===== src/rtl/debounce_pkg.sv =====
// Shared types and constants for the switch debouncer and its input stages.
//   db_state_t      : debouncer FSM state encoding (ZERO, WAIT1, ONE, WAIT0)
//   SYNC_STAGES_MIN : shortest synchroniser chain that is metastability-safe
package debounce_pkg;

  typedef enum logic [1:0] {
    ZERO  = 2'd0,
    WAIT1 = 2'd1,
    ONE   = 2'd2,
    WAIT0 = 2'd3
  } db_state_t;

  localparam int SYNC_STAGES_MIN = 2;

endpackage


===== src/rtl/bit_synchronizer.sv =====
// N-flop synchroniser chain for a single asynchronous bit.
// Ports:
//   clk   in  1  destination clock, rising edge
//   reset in  1  asynchronous, active-high; clears every stage to 0
//   d     in  1  asynchronous input bit
//   q     out 1  d delayed by STAGES clk edges, safe to use in the clk domain
module bit_synchronizer #(
  parameter int STAGES = 2
) (
  input  logic clk,
  input  logic reset,
  input  logic d,
  output logic q
);

  logic [STAGES-1:0] chain;

  always_ff @(posedge clk or posedge reset) begin
    if (reset) begin
      chain <= '0;
    end else begin
      chain <= {chain[STAGES-2:0], d};
    end
  end

  assign q = chain[STAGES-1];

endmodule


===== src/rtl/early_debounce_fsm.sv =====
// Early-detection switch debouncer. The first sensed transition of the
// synchronised input flips db immediately; the input is then ignored for a
// lockout of 2**CNT_BITS cycles so contact bounce cannot produce extra edges.
// db feeds a downstream edge detector that turns it into one-cycle pulses.
// Ports:
//   clk   in  1  system clock, rising edge
//   reset in  1  asynchronous, active-high reset
//   in    in  1  raw, bouncing, asynchronous switch input
//   db    out 1  debounced level, decoded from the state register only
//   busy  out 1  high while a lockout (WAIT1/WAIT0) is running
module early_debounce_fsm
  import debounce_pkg::*;
#(
  parameter int SYNC_STAGES = 2,
  parameter int CNT_BITS    = 20
) (
  input  logic clk,
  input  logic reset,
  input  logic in,
  output logic db,
  output logic busy
);

  // A chain shorter than two flops is not a synchroniser; clamp it.
  localparam int STAGES_EFF = (SYNC_STAGES < SYNC_STAGES_MIN) ? SYNC_STAGES_MIN : SYNC_STAGES;
  localparam logic [CNT_BITS-1:0] CNT_MAX = '1;

  logic                s_in;
  db_state_t           state_reg;
  db_state_t           state_next;
  logic [CNT_BITS-1:0] counter;
  logic [CNT_BITS-1:0] counter_next;

  // Input synchronisation: the FSM only ever looks at s_in.
  bit_synchronizer #(
    .STAGES(STAGES_EFF)
  ) u_sync (
    .clk  (clk),
    .reset(reset),
    .d    (in),
    .q    (s_in)
  );

  // State and lockout counter registers.
  always_ff @(posedge clk or posedge reset) begin
    if (reset) begin
      state_reg <= ZERO;
      counter   <= '0;
    end else begin
      state_reg <= state_next;
      counter   <= counter_next;
    end
  end

  // Next state and Moore outputs. The counter is cleared everywhere except
  // while counting inside a WAIT state, so every lockout starts from 0 and
  // lasts counter values 0..CNT_MAX, i.e. exactly 2**CNT_BITS cycles.
  // Leaving a WAIT state always lands in the matching stable state; if s_in
  // already disagrees, the opposite WAIT follows one cycle later.
  always_comb begin
    state_next   = state_reg;
    counter_next = '0;
    db           = 1'b0;
    busy         = 1'b0;
    case (state_reg)
      ZERO: begin
        if (s_in) begin
          state_next = WAIT1;
        end
      end
      WAIT1: begin
        db   = 1'b1;
        busy = 1'b1;
        if (counter == CNT_MAX) begin
          state_next = ONE;
        end else begin
          counter_next = counter + 1'b1;
        end
      end
      ONE: begin
        db = 1'b1;
        if (!s_in) begin
          state_next = WAIT0;
        end
      end
      WAIT0: begin
        busy = 1'b1;
        if (counter == CNT_MAX) begin
          state_next = ZERO;
        end else begin
          counter_next = counter + 1'b1;
        end
      end
      default: begin
        state_next = ZERO;
      end
    endcase
  end

endmodule

===== config.mk =====
export PLATFORM = sky130hd
export DESIGN_NAME = early_debounce_fsm
export DESIGN_NICKNAME = d
export VERILOG_FILES = /design/src/rtl/debounce_pkg.sv /design/src/rtl/bit_synchronizer.sv /design/src/rtl/early_debounce_fsm.sv
export SDC_FILE = /design/constraint.sdc
export NUM_CORES = 1
export LEC_CHECK = 0
export BUFFER_PORTS_ARGS = -buffer_cell sky130_fd_sc_hd__clkbuf_2
export CAP_MARGIN = 25
export CORE_MARGIN = 3
export CORE_UTILIZATION = 63
export CTS_BUF_LIST = sky130_fd_sc_hd__clkbuf_4
export CTS_CLUSTER_DIAMETER = 100
export CTS_CLUSTER_SIZE = 8
export DETAILED_ROUTE_END_ITERATION = 8
export GPL_TIMING_DRIVEN = 0
export PLACE_DENSITY = 0.89
export RECOVER_POWER = 50
export SYNTH_ARGS = -nofsm -noshare
export SYNTH_HDL_FRONTEND = slang
export SYNTH_SLANG_ARGS = --single-unit

===== constraint.sdc =====
create_clock -name clk -period 2.21 [get_ports clk]
set_clock_uncertainty 0.05 [all_clocks]
set_input_delay 0 -clock clk [delete_from_list [all_inputs] [get_ports clk]]
set_output_delay 0 -clock clk [all_outputs]
set_load 0.01 [all_outputs]

# --- After elaboration in Yosys (flattened, before gate mapping) ---
# Index checks and enable logic that the tools add are counted.
totals:
  reg_bits: 24
  latchBits: 0
  mem_bits_rw: 0
  romBits: 0
  wordCells: 25
  n_memories: 0
classes:
  add_sub_neg: 1
  multipliers: 0
  n_div: 0
  n_lt_le_gt_ge: 0
  n_eq_ne: 8
  n_shift: 0
  mux: 9
  bitwise: 0
  reduce_logical: 4
ops:
  columns: ["op", "count"]
  rows:
  - ["$mux W20", 2]
  - ["$add A20 B1 Y20 const B", 1]
  - ["$eq A20 B20 Y1 const B", 1]
  - ["$mux W2", 4]
  - ["$pmux W2 S4", 1]
  - ["$ne A2 B2 Y1 const B", 3]
  - ["$eq A2 B2 Y1 const B", 2]
  - ["$reduce_and A4 Y1", 1]
  - ["$reduce_or A2 Y1", 2]
  - ["$eq A2 B1 Y1 const B", 1]
  - ["$logic_not A2 Y1", 1]
  - ["$mux W1", 2]
  - ["$ne A2 B1 Y1 const B", 1]

# --- Depth between registers and ports, before layout ---
logic_depth:
  word_depth: 3
  depth_mapped: 7
  ltp_nobuf: 6

# --- Modules after synthesis ---
# From an unflattened synthesis, not the netlist that was laid out.
hier_totals:
  hier_cells: 122
  area_unflattened_um2: 1216.2
modules_own_cells:
  columns: ["module", "n_inst", "cells_each", "area_per_inst_um2", "seq_area_each_um2"]
  rows:
  - ["early_debounce_fsm", 1, 119, 1162.4, 550.5]
  - ["bit_synchronizer", 1, 3, 53.8, 50.0]

# --- Worst setup path before layout ---
# OpenSTA, ideal clock, no wires.
synth_timing:
  path_type: "reg2reg"
  from: "register counter[0]"
  to: "register counter[14]"
  arrival_time_ns: 1.481
  t_required_ns: 2.041
  slack_ns: 0.560
  stages_incl_launch_ff: 8
  path_buffers: 2
  period_less_slack_ns: 1.650
  path_cell_list: "dfrtp_1 > ha_1 > nand3_1 > nor2_1 > a21o_1 > buf_6 > buf_6 > nor2_1"
synth_between:
  elab_chain_cells: 3
  elab_cells_between_ends: 4
synth_rtl:
  columns: ["element", "line_no", "rtl"]
  rows:
  - ["start, declared", "early_debounce_fsm.sv:31", "logic [CNT_BITS-1:0] counter;"]
  - ["start signal, assigned", "early_debounce_fsm.sv:51", "counter <= counter_next;"]
  - ["$add A20 B1 Y20 / $eq A20 B20 Y1 (equally long branches)", null, null]
  - ["$mux W20 *", "early_debounce_fsm.sv:74, early_debounce_fsm.sv:88", null]
  - ["$mux W20 *", null, null]
  - ["named net counter_next[14]", "early_debounce_fsm.sv:32", "logic [CNT_BITS-1:0] counter_next;"]
# Mark *: on every way through the listed nets, which the timed path passes. The rest lies on a longest branch.
# A chain may end at the register's enable or synchronous reset.

# --- Final worst setup path ---
layout_timing:
  from: "register counter[0]"
  to: "register counter[8]"
# The elaborated chain is that of the path after synthesis.

==> flow_metrics.env <==
export IMPL_worst_slew_pin_slew_ps=878
export IMPL_fin_crit_sh=0.900
export IMPL_yosys_warnings=0
export IMPL_grt_overflow=0
export IMPL_die_y_microns=50.7
export IMPL_synth_area_leaders="dfrtp_1 48%, nor2_1 7.1%, xnor2_1 7.0%, ha_1 5.0%, xor2_1 3.5%"
export IMPL_avgViaCountPerCell=5.76
export IMPL_post_route_min_period_ps=1990
export IMPL_fin_setup_tns_ps=0
export IMPL_cts_tree="yes"
export IMPL_worst_endpoint_arrival_ps=2150
export IMPL_fmax_mhz=503
export IMPL_rr_startpoint="counter[0]"
export IMPL_synth_nets=130
export IMPL_synth_top_area_frac=0.477
export IMPL_seq_area_frac_synth=0.477
export IMPL_n_antenna_cell=0
export IMPL_ys_flop_type="dfrtp_1"
export IMPL_clockBufferDepth=2
export IMPL_htreeDepth=1
export IMPL_ioPinCount=5
export IMPL_crit_path_end_kind="flop"
export IMPL_clkSlewWorstSetupHoldPaths_ps=130
export IMPL_die_area_sq_mm=0.00257
export IMPL_drive_above_1_share=0.129
export IMPL_final_cell_area_sq_mm=0.00136
export IMPL_p_leak_nw=0.600
export IMPL_drtPass1Iterations=4
export IMPL_power_density_mw_per_mm2=839
export IMPL_power_mw=1.14
export IMPL_place_inst=151
export IMPL_antenna_found_initial=0
export IMPL_avgSynthCellArea_sq_um=10.3
export IMPL_rsz0062_at_grt="no"
export IMPL_die_w_microns=50.7
export IMPL_num_rows=15
export IMPL_setup_viol=0
export IMPL_crit_start="counter[0]"
export IMPL_ys_types=25
export IMPL_grt_first_pass_wirelength_microns=4110
export IMPL_portBuffers=4
export IMPL_cts_resized=0
export IMPL_area_growth_pct=7.75
export IMPL_worst_path_max_fanout=10
export IMPL_fin_nets=141
export IMPL_layout_cells_non_filler=157
export IMPL_vias=904
export IMPL_grt_total_usage=0.213
export IMPL_pre_cts_slack_ps=237
export IMPL_critical_path_class="reg -> reg"
export IMPL_root_buffer="clkbuf_4"
export IMPL_synth_top_area_cell="dfrtp_1"
export IMPL_fin_util=0.753
export IMPL_slew_violations=0
export IMPL_synth_seq_cells=24
export IMPL_worstPathRequired_ps=2370
export IMPL_hpwlAfterDp_microns=1630
export IMPL_cts_setup_buffers=0
export IMPL_setup_ws_ps=222
export IMPL_fin_hold_ws_ps=283
export IMPL_startpoint_type="flop"
export IMPL_dpl_cell_area_sq_mm=0.00131
export IMPL_clkLatencyLatePin_ps=310
export IMPL_grt_max_degree=25
export IMPL_synth_cells=122
export IMPL_ant_nets=0
export IMPL_hold_buffers=2
export IMPL_wl_per_cell_microns=14.6
export IMPL_holdCritStartpoint="in"
export IMPL_max_slew_margin=0.414
export IMPL_totalWireLength_microns=2300
export IMPL_cts_made_buffers=3
export IMPL_start_util=0.699
export IMPL_gp_congestion=0.786
export IMPL_syn_area_sq_mm=0.00126
export IMPL_final_cell_mix="24 x nor2_1, 24 x dfrtp_1, 10 x inv_1, 10 x xnor2_1, 6 x nand4_1"
export IMPL_hold_class="in -> reg"
export IMPL_drv_cap=0
export IMPL_first_global_vias=932
export IMPL_core_sq_mm=0.00180
export IMPL_drt_iter0_drc=13
export IMPL_cts_sinks=24
export IMPL_largest_reg_flops=20
export IMPL_outcome="finished clean"
export IMPL_synth_edf_count=0
export IMPL_ir_drop_mv=0.818
export IMPL_drc=0
export IMPL_finalHoldViolCount=0
export IMPL_async_flop_share=1.00
## cell type report
class	count	area [sq um]
Clock buffer	3	22.5
Multi-Input combinational cell	86	599
Buffer	2	22.5
Fill cell	122	444
Inverter	10	37.5
Clock inverter	1	3.75
Tap cell	25	31.3
Sequential cell	24	601
Timing Repair Buffer	6	40.0
## power by group
part / internal (mW) / switching, mW
registers: 0.479 / 0.0429
logic: 0.174 / 0.252
clock network: 0.0660 / 0.126
total: 0.719 / 0.420
## per-layer routing
metal / GRT usage / vias up / share of wire
met5: 0 / - / 0
li1: - / 441 / -
met4: 0.0673 / 0 / 0.0096
met1: 0.255 / 439 / 0.43
met2: 0.387 / 20 / 0.54
met3: 0.0356 / 4 / 0.027
## Yosys cell counts, types with 2 or more instances
master     n
a211oi_1   3
a21oi_1    4
a31o_2     3
buf_6      2
dfrtp_1   24
ha_1       5
inv_1     10
nand2_1    5
nand3_1    4
nand4_1    6
nand4_4    2
nor2_1    24
nor3_1     3
nor4_1     2
nor4_2     2
xnor2_1   10
xor2_1     5
## path summary, 6_finish.rpt
check	depth (start not counted)	to	slack (ps)
max	7	counter[8]	220
min	2	u_sync.chain[0]	280
max reg2reg	7	counter[8]	220
min reg2reg	0	u_sync.chain[1]	320
max in group asynchronous	3	counter[11]	1230
min in group asynchronous	3	counter[15]	340
## cells by family after synthesis
| kind of cell | synth area share |
|---|---|
| AO/OA/AOI/OAI | 0.0685 |
| flip-flops | 0.477 |
| AND/OR/NAND/NOR | 0.253 |
| XOR/XNOR | 0.104 |
| adder cells (fa/ha/maj) | 0.0497 |
| buffers and inverters | 0.0477 |
## worst max-delay path, cell delays in order, from the launching register on
cell     delay (ps)
dfrtp_1         420
ha_1            210
nand3_1         280
nor2_1          370
a21o_1          200
buf_6           150
buf_6           140
nor2_1           60
No activity file was read; power rests on OpenSTA's default activity.
